File: src/rtl/ped_request_conditioner.sv
// Pedestrian request conditioner.
// Synchronises and debounces the raw push-button, latches a crossing request
// until the controller shows walk, then locks out new requests for a while.
// bt/wait_led come straight from the state register, so they never glitch.
module ped_request_conditioner #(
    parameter int DB_CYCLES      = 16,
    parameter int LOCKOUT_CYCLES = 100
) (
    input  logic       clk,
    input  logic       rst,
    input  logic       btn_raw,
    input  logic [2:0] lamp_b,
    output logic       bt,
    output logic       wait_led,
    output logic [7:0] press_cnt
);

    localparam logic [1:0] IDLE    = 2'd0;
    localparam logic [1:0] PENDING = 2'd1;
    localparam logic [1:0] SERVING = 2'd2;
    localparam logic [1:0] LOCKOUT = 2'd3;

    localparam logic [8:0] DB_LAST = 9'(DB_CYCLES - 1);
    localparam logic [8:0] LK_LOAD = 9'(LOCKOUT_CYCLES - 1);

    logic       s1, s2;
    logic       btn_db, db_q;
    logic [8:0] db_cnt;
    logic [8:0] lk_cnt;
    logic       pend;
    logic [1:0] state, state_nx;
    logic       press, walk;

    // Two-flop synchroniser; only s2 is used downstream.
    always_ff @(posedge clk or negedge rst) begin
        if (!rst) begin
            s1 <= 1'b0;
            s2 <= 1'b0;
        end else begin
            s1 <= btn_raw;
            s2 <= s1;
        end
    end

    // Debounce: accept a new level only after DB_CYCLES consecutive differing cycles.
    always_ff @(posedge clk or negedge rst) begin
        if (!rst) begin
            btn_db <= 1'b0;
            db_cnt <= '0;
        end else if (s2 == btn_db) begin
            db_cnt <= '0;
        end else if (db_cnt == DB_LAST) begin
            btn_db <= s2;
            db_cnt <= '0;
        end else begin
            db_cnt <= db_cnt + 9'd1;
        end
    end

    // Delayed debounced level for rising-edge detection.
    always_ff @(posedge clk or negedge rst) begin
        if (!rst) db_q <= 1'b0;
        else      db_q <= btn_db;
    end

    assign press = btn_db & ~db_q;
    // Only a clean one-hot walk code counts; anything else is treated as not-walk.
    assign walk  = (lamp_b == 3'b100);

    // Saturating count of every accepted press, regardless of state.
    always_ff @(posedge clk or negedge rst) begin
        if (!rst)                         press_cnt <= '0;
        else if (press && press_cnt != 8'hFF) press_cnt <= press_cnt + 8'd1;
    end

    // Next-state decode.
    always_comb begin
        state_nx = state;
        case (state)
            IDLE:    if (press && !walk) state_nx = PENDING;
            PENDING: if (walk)           state_nx = SERVING;
            SERVING: if (!walk)          state_nx = LOCKOUT;
            LOCKOUT: if (lk_cnt == '0)   state_nx = (pend || press) ? PENDING : IDLE;
            default:                     state_nx = IDLE;
        endcase
    end

    // State register plus lockout timer and the request remembered during lockout.
    always_ff @(posedge clk or negedge rst) begin
        if (!rst) begin
            state  <= IDLE;
            lk_cnt <= '0;
            pend   <= 1'b0;
        end else begin
            state <= state_nx;
            case (state)
                SERVING: if (!walk) begin
                    lk_cnt <= LK_LOAD;
                    pend   <= 1'b0;
                end
                LOCKOUT: begin
                    if (lk_cnt == '0) begin
                        pend <= 1'b0;
                    end else begin
                        lk_cnt <= lk_cnt - 9'd1;
                        if (press) pend <= 1'b1;
                    end
                end
                default: ;
            endcase
        end
    end

    assign bt       = (state == PENDING);
    assign wait_led = bt;

endmodule

File: config.mk
export PLATFORM = sky130hd
export DESIGN_NAME = ped_request_conditioner
export DESIGN_NICKNAME = d
export VERILOG_FILES = /design/src/rtl/ped_request_conditioner.sv
export SDC_FILE = /design/constraint.sdc
export NUM_CORES = 1
export LEC_CHECK = 0
export ABC_AREA = 1
export CORE_MARGIN = 2
export CORE_UTILIZATION = 45
export DETAILED_ROUTE_END_ITERATION = 16
export GPL_ROUTABILITY_DRIVEN = 0
export HOLD_SLACK_MARGIN = 0.05
export PLACE_DENSITY = 0.67
export SETUP_SLACK_MARGIN = 0.02
export SYNTH_ARGS = -nofsm -noshare
export SYNTH_HDL_FRONTEND = slang
export SYNTH_SLANG_ARGS = --single-unit
File: constraint.sdc
create_clock -name clk -period 1.4 [get_ports clk]
set_input_delay 0.28 -clock clk [delete_from_list [all_inputs] [get_ports clk]]
set_output_delay 0.28 -clock clk [all_outputs]
set_load 0.02 [all_outputs]
After elaboration in Yosys (flattened, before gate mapping)
Index checks and enable logic that the tools add are counted.

Bits in registers: 33. Input bits: 6. Word-level logic and storage cells: 54.

Add/sub/neg operators: 3. Equal/unequal tests: 13. Multiplexer cells: 15. Bitwise operators: 3. Reduce and logical (&&, ||, !) cells: 11.

Operators by type and width (count): $mux W9 (4); $pmux W9 S2 (1); $add A9 B1 Y9 const B (1); $eq A9 B4 Y1 const B (1); $logic_not A9 Y1 (1); $sub A9 B1 Y9 const B (1); $add A8 B1 Y8 const B (1); $mux W2 (4); $ne A2 B2 Y1 const B (4); $ne A8 B8 Y1 const B (1); $pmux W2 S4 (1); $reduce_and A3 Y1 (2); $eq A2 B2 Y1 const B (2); $mux W1 (4); $reduce_and A4 Y1 (1); $eq A3 B3 Y1 const B (1); $ne A3 B3 Y1 const B (1); $eq A2 B1 Y1 const B (1); $logic_and A1 B1 Y1 (2); $logic_not A2 Y1 (1); $ne A2 B1 Y1 const B (1); $not A1 Y1 (2); $pmux W1 S2 (1); $reduce_and A2 Y1 (1); other kinds (5) (5).

Longest topological paths before layout
Depth after elaboration: 6. Mapped depth: 9.

Worst setup path before layout
OpenSTA, ideal clock, no wires.

Path type: register to register. Start: reg press_cnt[0]. End: reg press_cnt[6]. Library setup time: 0.076 ns. Arrival: 1.353 ns. Slack: -0.029 ns. Cell stages (with the launch flop): 9. Path buffers: 1. Cell sequence: dfrtp_1 > ha_1 > nand3_2 > nor2_2 > nand3_2 > nand2_2 > buf_6 > nand2_1 > o21ai_1.

Cells in the longest elaborated chain, start to end: 2. Elaborated cells on any way between the ends: 3.

Ends and longest elaborated chain: start, declared (RTL line 15) `output logic [7:0] press_cnt`; start signal, assigned (RTL line 73) `else if (press && press_cnt != 8'hFF) press_cnt <= press_cnt + 8'd1;`; branches (longest 2 deep; another with $add A8 B1 Y8).

Parallel ways; which one is timed is not known. A chain may end at the register's enable or synchronous reset.

Final worst setup path
Start: reg state[0]. End: out bt.

Cells in the longest elaborated chain, start to end: 1.

Ends and longest elaborated chain: start, declared (RTL line 31) `logic [1:0] state, state_nx;`; start signal, assigned (RTL line 95) `state <= state_nx;`; $eq A2 B1 Y1 (RTL line 114) `assign bt = (state == PENDING);`; end, declared (RTL line 13) `output logic bt,`.

No other way between the ends.

==> key figures <==
Placement
  – Area post-placement: approximately 2200 sq um
  – DP HPWL: 2.579 mm
  – Port Buf Inserts: 15

Timing
  – Final hold violations: 0
  – Fin crit period: ~1.4 ns
  – Slew headroom: a little over 80%
  – Fin Clk Skew: ~0.0030 ns
  – Setup TNS Final: -0.06410 ns
  – Final setup fails: 2
  – FMAX: slightly below 700 MHz
  – Tightest Pin Transition: about 0.28 ns
  – Fin worst setup slack: -0.04592 ns
  – Pins Over Slew Limit: 0
  – RSZ-0062 raised after global routing: yes
  – Hold_ws: about 0.35 ns
  – Tcrit/Tclk final: 103.3%

Yosys
  – Xor/xnor share of the synthesized area: between 6 and 7%
  – Area contributors post-synth: dfrtp_1 46%, nand2_1 13%, nand3_1 6.1%
  – Post-synth top area share: 45.96%
  – Ys async rst share: 100.0%
  – Post-Syn Area: between 1500 and 2000 sq um
  – Multiplexer area fraction after synthesis: 0%
  – Adder-Cell Fraction of Synth Area: 4.875%
  – Seq/Total Area, Yosys: 45.96%
  – Post-Synthesis Cells: roughly 220
  – EDFF count, synth: 0
  – Library cells used by synthesis: 25
  – Synth Area in Compound Gates: 4.039%
  – Synth Area per Inst: a little over 8 sq um
  – Synth area leader: dfrtp_1
  – Syn nets: around 230
  – Ys flop type: dfrtp_1
  – Yosys Warn Count: 0
  – Post-synthesis sequential element count: 33
  – Largest family of logic cells by synthesized area: simple AND/OR/NAND/NOR gates
  – Simple-Gate Fraction of Synth Area: 32.24%

Clocking
  – Inserted Clock Buffers: 5
  – Clock Latency Late Sink: around 0.29 ns
  – # clock sinks: 33
  – Clock-pin transition on the worst setup and hold timing paths: ~0.070 ns
  – Root buffer cell: clkbuf_8
  – CTS tree: yes
  – Clock buffer depth: 2
  – CTS H-tree depth: 2

Worst setup path
  – Critical path class: flip-flop to primary output
  – WP buf/inv: 2
  – Crit path top cell by count: buf_4
  – Reg2Reg Depth: 10
  – Critical path depth in cells: 3
  – Largest fanout on the critical path: 3
  – Crit path DAT: approximately 1.2 ns
  – Top delay family on crit path: flip-flops
  – CP max stage cell: dfrtp_1
  – Worst endpoint required time: roughly 1.1 ns
  – Critical path startpoint category: flip-flop
  – Slowest stage delay, CP: between 0.4 and 0.5 ns
  – Critical path cell sequence: buf_4 > ha_4 > buf_4
  – Setup crit end kind: primary output
  – R2R setup slack: approximately 0.03 ns

Worst hold path
  – Min-Delay Path Class: primary input to asynchronous set/reset pin

Flow run
  – Max-cap violation count: 0

Route
  – Routed Antenna Nets: 0
  – DR WL/cell: 12.22 um
  – DRT Wirelength: between 3 and 4 mm
  – DRC viols: 0
  – Post-DR vias/cell: 4.894
  – Drt pass-1 iters: 4
  – Initial DRC count: 87
  – Vias: ~1.6k

Pwr
  – PD cells: between 1500 and 2000 nW/um^2
  – Clock power frac: a little under a fifth
  – Switching power: ~0.0016 W
  – Max IR drop VDD: 1.257 mV
  – Sw frac: around two fifths
  – Cell Int Power: about 0.0024 W
  – Pleak: approximately 1.2 nW
  – Comb pwr share: 50.6%
  – Reg power frac: a little under a third

Floorplan
  – Total die area: 4514 sq um
  – Core Area: around 3700 sq um
  – Num ports: 16
  – Horiz. Die Dim: around 67 um
  – Starting Density: ~48%
  – Die Y: 67.19 um
  – Row count: 22

Status
  – Failing checks: setup timing
  – Status: finished, violations left

Global route
  – Number of global-route vias before repair: between 1k and 1.5k
  – Congestion Overflow GR: 0
  – Largest net degree at the start of global routing: 34
  – Total track usage: between 10% and 20%
  – Initial antenna violation count: 0
  – First-pass GRT wire length: ~6.0 mm

Finish
  – Final core utilization: around two thirds
  – Share of layout cells above drive strength 1: a little under a third
  – Synth-to-layout area growth: 38.02%
  – Nets@finish: roughly 290
  – Antenna cells: 0
  – Most common cell after layout, fill and taps aside: nand2_1
  – Commonest cells after routing, fill and taps aside: 58 x nand2_1, 31 x dfrtp_1, 30 x buf_4
  – Finished Cell Area: between 2000 and 2500 sq um
-- worst paths after layout --
check                                     start                       end
setup / recovery           state[0]$_DFFE_PN0P_                        bt
hold / removal                              rst       db_cnt[4]$_DFF_PN0_
setup reg to reg           state[0]$_DFFE_PN0P_      state[1]$_DFFE_PN0P_
hold reg to reg                    s1$_DFF_PN0_              s2$_DFF_PN0_
max in group asynchronous                   rst  press_cnt[1]$_DFFE_PN0P_
min in group clk                   s1$_DFF_PN0_              s2$_DFF_PN0_
-- registers in the layout (all words and copies together) (netlist names) --
name,flops
btn_db,1
db_cnt,9
pend,1
lk_cnt,9
s1,1
press_cnt,8
state,2
db_q,1
s2,1
-- final cells by class --
| cell class | count | area, sq um |
|---|---|---|
| Tap cell | 48 | 60.06 |
| Clock inverter | 3 | 17.52 |
| Inverter | 25 | 96.34 |
| Multi-Input combinational cell | 160 | 1005 |
| Fill cell | 295 | 1264 |
| Timing Repair Buffer | 48 | 404.1 |
| Sequential cell | 33 | 828.3 |
| Clock buffer | 5 | 68.82 |
-- worst register-to-register path: cells and delay by family, from the launching register on --
kind                     cells  cell delay [ns]
adder cells (fa/ha/maj)      1             0.15
flip-flops                   1             0.39
AO/OA/AOI/OAI                1             0.04
AND/OR/NAND/NOR              4             0.35
buffers and inverters        4             0.34
-- timing repair --
item / CTS / global route
gates resized for setup: 24 / 43
setup buffers: 2 / 8
hold buffers: 0 / 0
endpoints found under the setup margin: 22 / 27
pin swaps: 2 / 11
-- logic make-up (layout without fill, tap and decap cells) --
logic type | count (synthesis) | in the layout
xor+xnor | 13 | 13
compound gates | 14 | 14
flops | 33 | 33
fa+ha+maj | 7 | 7
buf+inv | 28 | 81
simple gates | 126 | 126
-- through the flow --
| stage | power (W) | cells | setup WS (ns) |
|---|---|---|---|
| after floorplan | 0.002177 | 221 | 0.02135 |
| after global placement | 0.002644 | 305 | -0.1499 |
| after detailed placement | 0.002684 | 305 | -0.1282 |
| after CTS | 0.003455 | 315 | -0.03476 |
| after global routing | 0.004254 | 322 | -0.1033 |
| final | 0.003963 | 322 | -0.04592 |
-- layer usage --
metal | part of all wire (%) | up-vias | global-route usage (%)
met5 | 0 | - | 0
li1 | - | 805 | -
met2 | 52 | 25 | 30.69
met4 | 1.5 | 0 | 7.398
met3 | 2.9 | 5 | 4.667
met1 | 44 | 741 | 20.78
-- power by group through the flow --
stage,clock [W],combinational (W),sequential [W]
6_report,0.000725,0.00200,0.00123
3_5_place_dp,0,0.00145,0.00124
2_1_floorplan,0,0.000935,0.00124
5_1_grt,0.000782,0.00222,0.00125
3_3_place_gp,0,0.00141,0.00124
4_1_cts,0.000739,0.00150,0.00122
-- synthesized netlist by cell type (2+ instances only) --
cell type and number:
xor2_1 3, nand4_1 3, o21ai_1 3, xnor2_1 10
inv_1 24, nand2_1 64, nand3_1 22, nor3b_1 2
a21oi_1 4, ha_1 7, o21ai_0 6, nor2_2 2
dfrtp_1 33, nor3_1 3, nand3_2 3, nand2_2 3
nor2_1 21
No activity file was read; power rests on OpenSTA's default activity.
